## config.mk

```make
export PLATFORM = sky130hd
export DESIGN_NAME = layer7_weight_sched_flat
export DESIGN_NICKNAME = d
export VERILOG_FILES = /design/src/rtl/layer7_weight_sched_if.sv /design/src/rtl/layer7_weight_sched.sv /design/src/flat_wrapper.sv
export SDC_FILE = /design/constraint.sdc
export NUM_CORES = 1
export LEC_CHECK = 0
export ABC_CLOCK_PERIOD_IN_PS = 2000
export CORE_ASPECT_RATIO = 1.2
export CORE_MARGIN = 10
export CORE_UTILIZATION = 35
export CTS_CLUSTER_SIZE = 25
export DETAILED_ROUTE_END_ITERATION = 10
export MAX_ROUTING_LAYER = met4
export PLACE_DENSITY = 0.86
export SETUP_SLACK_MARGIN = 0.1
export SYNTH_ARGS = -nofsm -noshare
export SYNTH_HDL_FRONTEND = slang
export SYNTH_SLANG_ARGS = --single-unit
```

## constraint.sdc

```tcl
create_clock -name clk -period 2 [get_ports clk]
set_clock_uncertainty 0.05 [all_clocks]
set_input_delay 0.4 -clock clk [delete_from_list [all_inputs] [get_ports clk]]
set_output_delay 0.4 -clock clk [all_outputs]
set_load 0.02 [all_outputs]
```

## src/rtl/layer7_weight_sched_if.sv

```systemverilog
// Handshake and wrapper-control bundle between the weight sequencer, the
// weight-input path and the dual-read weight SRAM wrapper.
`timescale 1ns/1ps
interface layer7_weight_sched_if #(
    parameter int ADDR_W = 16
);
    logic              start_load;
    logic              w_in_valid;
    logic [15:0]       w_in_data;
    logic              w_in_ready;
    logic              compute_req;
    logic              compute_stall;
    logic              write_weight_signal;
    logic [15:0]       write_weight_data;
    logic [ADDR_W-1:0] write_weight_addr;
    logic              read_weight_signal;
    logic [ADDR_W-1:0] read_weight_addr1;
    logic [ADDR_W-1:0] read_weight_addr2;
    logic              rd_valid;
    logic              rd_last;
    logic              weights_loaded;
    logic              busy;

    modport master (
        output start_load, w_in_valid, w_in_data, compute_req, compute_stall,
        input  w_in_ready, write_weight_signal, write_weight_data, write_weight_addr,
               read_weight_signal, read_weight_addr1, read_weight_addr2,
               rd_valid, rd_last, weights_loaded, busy
    );

    modport slave (
        input  start_load, w_in_valid, w_in_data, compute_req, compute_stall,
        output w_in_ready, write_weight_signal, write_weight_data, write_weight_addr,
               read_weight_signal, read_weight_addr1, read_weight_addr2,
               rd_valid, rd_last, weights_loaded, busy
    );
endinterface

```

## src/rtl/layer7_weight_sched.sv

```systemverilog
// Layer-7 weight sequencer: streams a weight set into the SRAM wrapper's serial
// write port, then walks its dual read port once per compute request.
`timescale 1ns/1ps
module layer7_weight_sched #(
    parameter int LOAD_WEIGHTS = 400,
    parameter int READ_WORDS   = 25,
    parameter int ADDR_W       = 16
) (
    input  logic                 clk,
    input  logic                 rst,
    layer7_weight_sched_if.slave bus
);
    localparam int LC_W   = $clog2(LOAD_WEIGHTS);
    localparam int RC_W   = $clog2(READ_WORDS);
    localparam int STAGES = 1;

    typedef enum logic [1:0] {IDLE, LOAD, LOADED, READ} state_t;

    state_t          state, state_nxt;
    logic [LC_W-1:0] load_cnt, load_cnt_nxt;
    logic [RC_W-1:0] rd_cnt, rd_cnt_nxt;
    logic            beat, load_last, issue, rd_end;
    logic [STAGES:1] vld_pipe, last_pipe;

    assign beat      = (state == LOAD) && bus.w_in_valid;
    assign load_last = beat && (load_cnt == LC_W'(LOAD_WEIGHTS - 1));
    assign issue     = (state == READ) && !bus.compute_stall;
    assign rd_end    = issue && (rd_cnt == RC_W'(READ_WORDS - 1));

    always_comb begin
        state_nxt    = state;
        load_cnt_nxt = load_cnt;
        rd_cnt_nxt   = rd_cnt;
        case (state)
            IDLE:   if (bus.start_load) state_nxt = LOAD;
            LOAD:   if (load_last) state_nxt = LOADED;
            LOADED: begin
                // a reload request takes priority over a compute request
                if (bus.start_load)       state_nxt = LOAD;
                else if (bus.compute_req) state_nxt = READ;
            end
            READ:   if (rd_end) state_nxt = LOADED;
            default: state_nxt = IDLE;
        endcase
        if (beat)  load_cnt_nxt = load_last ? '0 : load_cnt + 1'b1;
        if (issue) rd_cnt_nxt   = rd_end ? '0 : rd_cnt + 1'b1;
    end

    always_ff @(posedge clk or negedge rst) begin
        if (!rst) begin
            state     <= IDLE;
            load_cnt  <= '0;
            rd_cnt    <= '0;
            vld_pipe  <= '0;
            last_pipe <= '0;
        end else begin
            state        <= state_nxt;
            load_cnt     <= load_cnt_nxt;
            rd_cnt       <= rd_cnt_nxt;
            // wrapper samples read data on the falling edge; flag it a cycle later
            vld_pipe[1]  <= issue;
            last_pipe[1] <= rd_end;
            for (int s = 2; s <= STAGES; s++) begin
                vld_pipe[s]  <= vld_pipe[s-1];
                last_pipe[s] <= last_pipe[s-1];
            end
        end
    end

    assign bus.w_in_ready          = (state == LOAD);
    assign bus.write_weight_signal = beat;
    assign bus.write_weight_data   = (state == LOAD) ? bus.w_in_data : '0;
    assign bus.write_weight_addr   = ADDR_W'(load_cnt);
    assign bus.read_weight_signal  = issue;
    assign bus.read_weight_addr1   = ADDR_W'(rd_cnt);
    assign bus.read_weight_addr2   = ADDR_W'(rd_cnt);
    assign bus.rd_valid            = vld_pipe[STAGES];
    assign bus.rd_last             = last_pipe[STAGES];
    assign bus.weights_loaded      = (state == LOADED) || (state == READ);
    assign bus.busy                = (state == LOAD) || (state == READ);
endmodule

```

## src/flat_wrapper.sv

```systemverilog
// flat-port wrapper written by rule: the top's interface ports become plain ports
module layer7_weight_sched_flat 
#(
    parameter int LOAD_WEIGHTS = 400,
    parameter int READ_WORDS   = 25,
    parameter int ADDR_W       = 16
)
  (clk, rst, bus_start_load, bus_w_in_valid, bus_w_in_data, bus_compute_req, bus_compute_stall, bus_w_in_ready, bus_write_weight_signal, bus_write_weight_data, bus_write_weight_addr, bus_read_weight_signal, bus_read_weight_addr1, bus_read_weight_addr2, bus_rd_valid, bus_rd_last, bus_weights_loaded, bus_busy);
  layer7_weight_sched_if #(.ADDR_W(ADDR_W)) bus_i ();
  input  logic clk;
  input  logic rst;
  input wire logic [$bits(bus_i.start_load)-1:0] bus_start_load;
  input wire logic [$bits(bus_i.w_in_valid)-1:0] bus_w_in_valid;
  input wire logic [$bits(bus_i.w_in_data)-1:0] bus_w_in_data;
  input wire logic [$bits(bus_i.compute_req)-1:0] bus_compute_req;
  input wire logic [$bits(bus_i.compute_stall)-1:0] bus_compute_stall;
  output wire logic [$bits(bus_i.w_in_ready)-1:0] bus_w_in_ready;
  output wire logic [$bits(bus_i.write_weight_signal)-1:0] bus_write_weight_signal;
  output wire logic [$bits(bus_i.write_weight_data)-1:0] bus_write_weight_data;
  output wire logic [$bits(bus_i.write_weight_addr)-1:0] bus_write_weight_addr;
  output wire logic [$bits(bus_i.read_weight_signal)-1:0] bus_read_weight_signal;
  output wire logic [$bits(bus_i.read_weight_addr1)-1:0] bus_read_weight_addr1;
  output wire logic [$bits(bus_i.read_weight_addr2)-1:0] bus_read_weight_addr2;
  output wire logic [$bits(bus_i.rd_valid)-1:0] bus_rd_valid;
  output wire logic [$bits(bus_i.rd_last)-1:0] bus_rd_last;
  output wire logic [$bits(bus_i.weights_loaded)-1:0] bus_weights_loaded;
  output wire logic [$bits(bus_i.busy)-1:0] bus_busy;
  assign bus_i.start_load = bus_start_load;
  assign bus_i.w_in_valid = bus_w_in_valid;
  assign bus_i.w_in_data = bus_w_in_data;
  assign bus_i.compute_req = bus_compute_req;
  assign bus_i.compute_stall = bus_compute_stall;
  assign bus_w_in_ready = bus_i.w_in_ready;
  assign bus_write_weight_signal = bus_i.write_weight_signal;
  assign bus_write_weight_data = bus_i.write_weight_data;
  assign bus_write_weight_addr = bus_i.write_weight_addr;
  assign bus_read_weight_signal = bus_i.read_weight_signal;
  assign bus_read_weight_addr1 = bus_i.read_weight_addr1;
  assign bus_read_weight_addr2 = bus_i.read_weight_addr2;
  assign bus_rd_valid = bus_i.rd_valid;
  assign bus_rd_last = bus_i.rd_last;
  assign bus_weights_loaded = bus_i.weights_loaded;
  assign bus_busy = bus_i.busy;
  layer7_weight_sched #(.LOAD_WEIGHTS(LOAD_WEIGHTS), .READ_WORDS(READ_WORDS), .ADDR_W(ADDR_W)) u_core (.clk(clk), .rst(rst), .bus(bus_i));
endmodule
```

==> results.md <==
- The die covers 6700 um^2.
- The number of buffers inserted by hold repair at cts is 0.
- For this design, the sink count on the clock tree is 18.
- The number of global-route vias before repair is 1301.
- Setup repair after global routing left no endpoint under its margin.
- The y dimension of the die is 87.7 um.
- Data on the critical path is required at its endpoint by 1.55 ns.
- The clock tree from TritonCTS is built.
- The hold violation count in the final report is 0.
- Setup slack on the worst reg-to-reg path comes out at 0.37 ns.
- The initial standard-cell utilization of the core is 36.5%.
- The minimum clock period is 1.87 ns.
- After detailed routing, no signal wire sits above met4.
- The number of different library cells in the post-synthesis netlist is 38.
- After global routing the overflow that remains totals 0.
- The most frequent cell after synthesis is buf_4.
- The cell area after technology mapping is 1340 um^2.
- The maximum fanout along the worst path is 3.
- The yosys synthesis warning count is 0.
- Counting cells, the worst reg-to-reg path comes to 5.
- The area of the placeable core is 3660 um^2.
- The proportion of register bits with asynchronous set or reset after synthesis is 100%.
- The number of antenna diodes in the final layout is 0.
- The ratio of routed vias to standard cells is 4.39.
- The first global-routing pass estimated 5.78 mm of wire.
- Wire segments on met2 add up to 1.65 mm in the final route.
- After synthesis, the cell types taking the most area are dfrtp_1, buf_4, and2_1.
- Across the VDD grid, the largest voltage drop is 0.273 mV.
- Each instance of the synthesized netlist takes up on average 9.22 um^2.
- The run finished with clean final reports.
- Clock tree synthesis inserted a total of 3 buffers.
- After detailed placement, the total cell area comes to 1920 um^2.
- The number of H-tree levels is 1.
- The power density over cell area is 626 nW/um^2.
- The number of synthesized register bits is 18.
- The width of the die is 76.4 um.
- The worst setup path is of the input port to output port kind.
- The worst flop-to-flop path startpoint is u_core.state[1].
- No sink is reached through more buffers than the 2 on the longest clock path.
- The remaining number of nets flagged by the antenna check after routing is 0.
- The half-perimeter wire length of the detailed placement result is 3.01 mm.
- The endpoint class of the critical path is an output port.
- With fillers left out, the area of the finished cells amounts to 1870 um^2.
- The number of remaining DRC errors is 0.
- The detailed router put a total of 1.40 mm of wire on met1.
- The tightest min-delay check is of the input port to asynchronous set/reset pin type.
- Entering global routing, the biggest net connects 19 pins.
- Once layout is complete, the cells apart from fillers number 262.
- The final critical path takes up 93.6% of the cycle.
- The final weighted congestion of routability-driven global placement is 0.838.
- Setup violations remaining at the end of the flow were counted as 0.
- The worst reg2reg path endpoint is u_core.load_cnt[7].
- Cells fill 51.1% of the core in the end.
- The area fraction of the dominant cell type after synthesis is 33.7%.
- The prevailing post-synth register cell is dfrtp_1.
- Relative to the synthesized area, the layout overhead comes to 40.0%.
- The cell count after placement is 259.
- Of all cell types, the one taking the most synthesized area is dfrtp_1.
- For the worst setup path, the data arrival time is 1.42 ns.
- Buffers placed on the I/O ports in this run total 63.
- The first routing iteration left 56 violations.
- The overall via count from detail_route is 1151.
- Timing would allow up to 534 MHz.
- At the later pin of the worst-skew pair, clock insertion delay measures 0.24 ns.
- CTS placed an instance of clkbuf_8 at the clock tree root.
- Once the clock tree was built, the setup fixing pass inserted 0 buffers.
- The detailed-routing iteration count for the pre-antenna-repair pass is 4.
- 93 I/O pins were placed.
- The initial antenna violation count is 0.
- The number of nets in the layout is 237.
- The final layout contains routed wiring with a total length of 3.49 mm.
- Summed over all cells, the static leakage comes to 0.866 nW.
- After detailed routing, the average wire length per cell comes to 13.3 um.
- Cells with a size suffix above 1 make up 18.1% of the layout.
- By count the netlist is led by buf_4, dfrtp_1, and2_1, nand2_1.
- The number of instances in the synthesized netlist is 145.
- The overall track demand over capacity in global routing is 10.6%.
- Summed over all nets, wire length on met3 after detailed routing comes to 358 um.
- Across the run, the number of max-cap violations was 0.
- The count of flip-flops with a built-in enable after synthesis is 0.
- Final hold analysis gives a worst-case slack of 0.432 ns.
- The row count is 24.
- The proportion of synthesized chip area in sequential cells is 33.7%.
- The number of pins with negative max-slew slack in the final report is 0.
- The worst setup path is launched from an input port.
- After clock tree synthesis, the clock-pin slew on the worst setup and hold paths is 0.06 ns.
==> area by class of cell <==
cell class,count,area (um^2)
Inverter,7,26.3
Tap cell,52,65.1
Sequential cell,18,450
Clock buffer,3,41.3
Multi-Input combinational cell,108,662
Fill cell,378,1790
Timing Repair Buffer,74,628
==> per-layer routing <==
| layer | vias up | track usage, % |
|---|---|---|
| met5 | - | - |
| met4 | 0 | 5.25 |
| met3 | 6 | 4.30 |
| met2 | 71 | 17.7 |
| met1 | 527 | 10.8 |
| li1 | 547 | - |
==> what timing repair did <==
action	CTS	global route
pin swaps	0	0
setup endpoints to repair	19	18
gates resized for setup	19	35
==> power by group <==
part	switching, mW	total [mW]	internal [mW]
sequential	0.0753	0.489	0.414
combinational	0.245	0.442	0.198
clock	0.107	0.240	0.133
total	0.427	1.17	0.744
==> cell families (layout without fill, tap and decap cells) <==
group / after synthesis / after routing / share of synthesized area [%]
flops: 18 / 18 / 33.7
fa+ha+maj: 3 / 3 / 2.81
xor+xnor: 5 / 5 / 3.27
other cells: 1 / 29 / 0.280
buf+inv: 47 / 84 / 24.7
compound gates: 17 / 17 / 8.33
simple gates: 54 / 54 / 26.9
==> sequential cells by signal (all words and copies together) (netlist names) <==
name,flops
u_core.load_cnt,9
u_core.rd_cnt,5
u_core.state,2
u_core.bus.rd_last,1
u_core.bus.rd_valid,1
==> layout by cell type (no fill, tap or decap), types with 4 or more instances in the layout <==
master | netlist | layout
conb_1 | 1 | 29
inv_1 | 7 | 7
nand2_1 | 8 | 8
dfrtp_1 | 18 | 18
and2_1 | 16 | 16
buf_4 | 35 | 11
nand3_1 | 4 | 4
clkdlybuf4s50_1 | 0 | 43
o21ai_0 | 7 | 7
clkbuf_2 | 0 | 17
nor3_1 | 5 | 5
==> metrics by stage <==
stage | setup TNS (ns) | total power [mW] | worst slack (ns)
after floorplan | 0 | 0.777 | 0.264
after global placement | -0.519 | 0.945 | -0.129
after CTS | 0 | 1.19 | 0.118
after detailed placement | -0.591 | 0.957 | -0.146
final | 0 | 1.17 | 0.127
after global routing | 0 | 1.24 | 0.101
==> critical path: stages <==
cell,delay [ns]
clkdlybuf4s50_1,0.43
nand3b_1,0.18
inv_1,0.07
dlygate4sd2_1,0.34
==> worst max-delay path by stage <==
stage	endpoint	cells past startpoint	slack, ns	from
after floorplan	bus_write_weight_data[10]	4	0.26	u_core.state[0]
after global placement	bus_read_weight_signal	4	-0.13	bus_compute_stall
after detailed placement	bus_read_weight_signal	4	-0.15	bus_compute_stall
after CTS	bus_write_weight_data[13]	4	0.12	u_core.state[1]
after global routing	bus_read_weight_signal	4	0.10	bus_compute_stall
final	bus_read_weight_signal	4	0.13	bus_compute_stall
No activity file was read; power rests on OpenSTA's default activity.
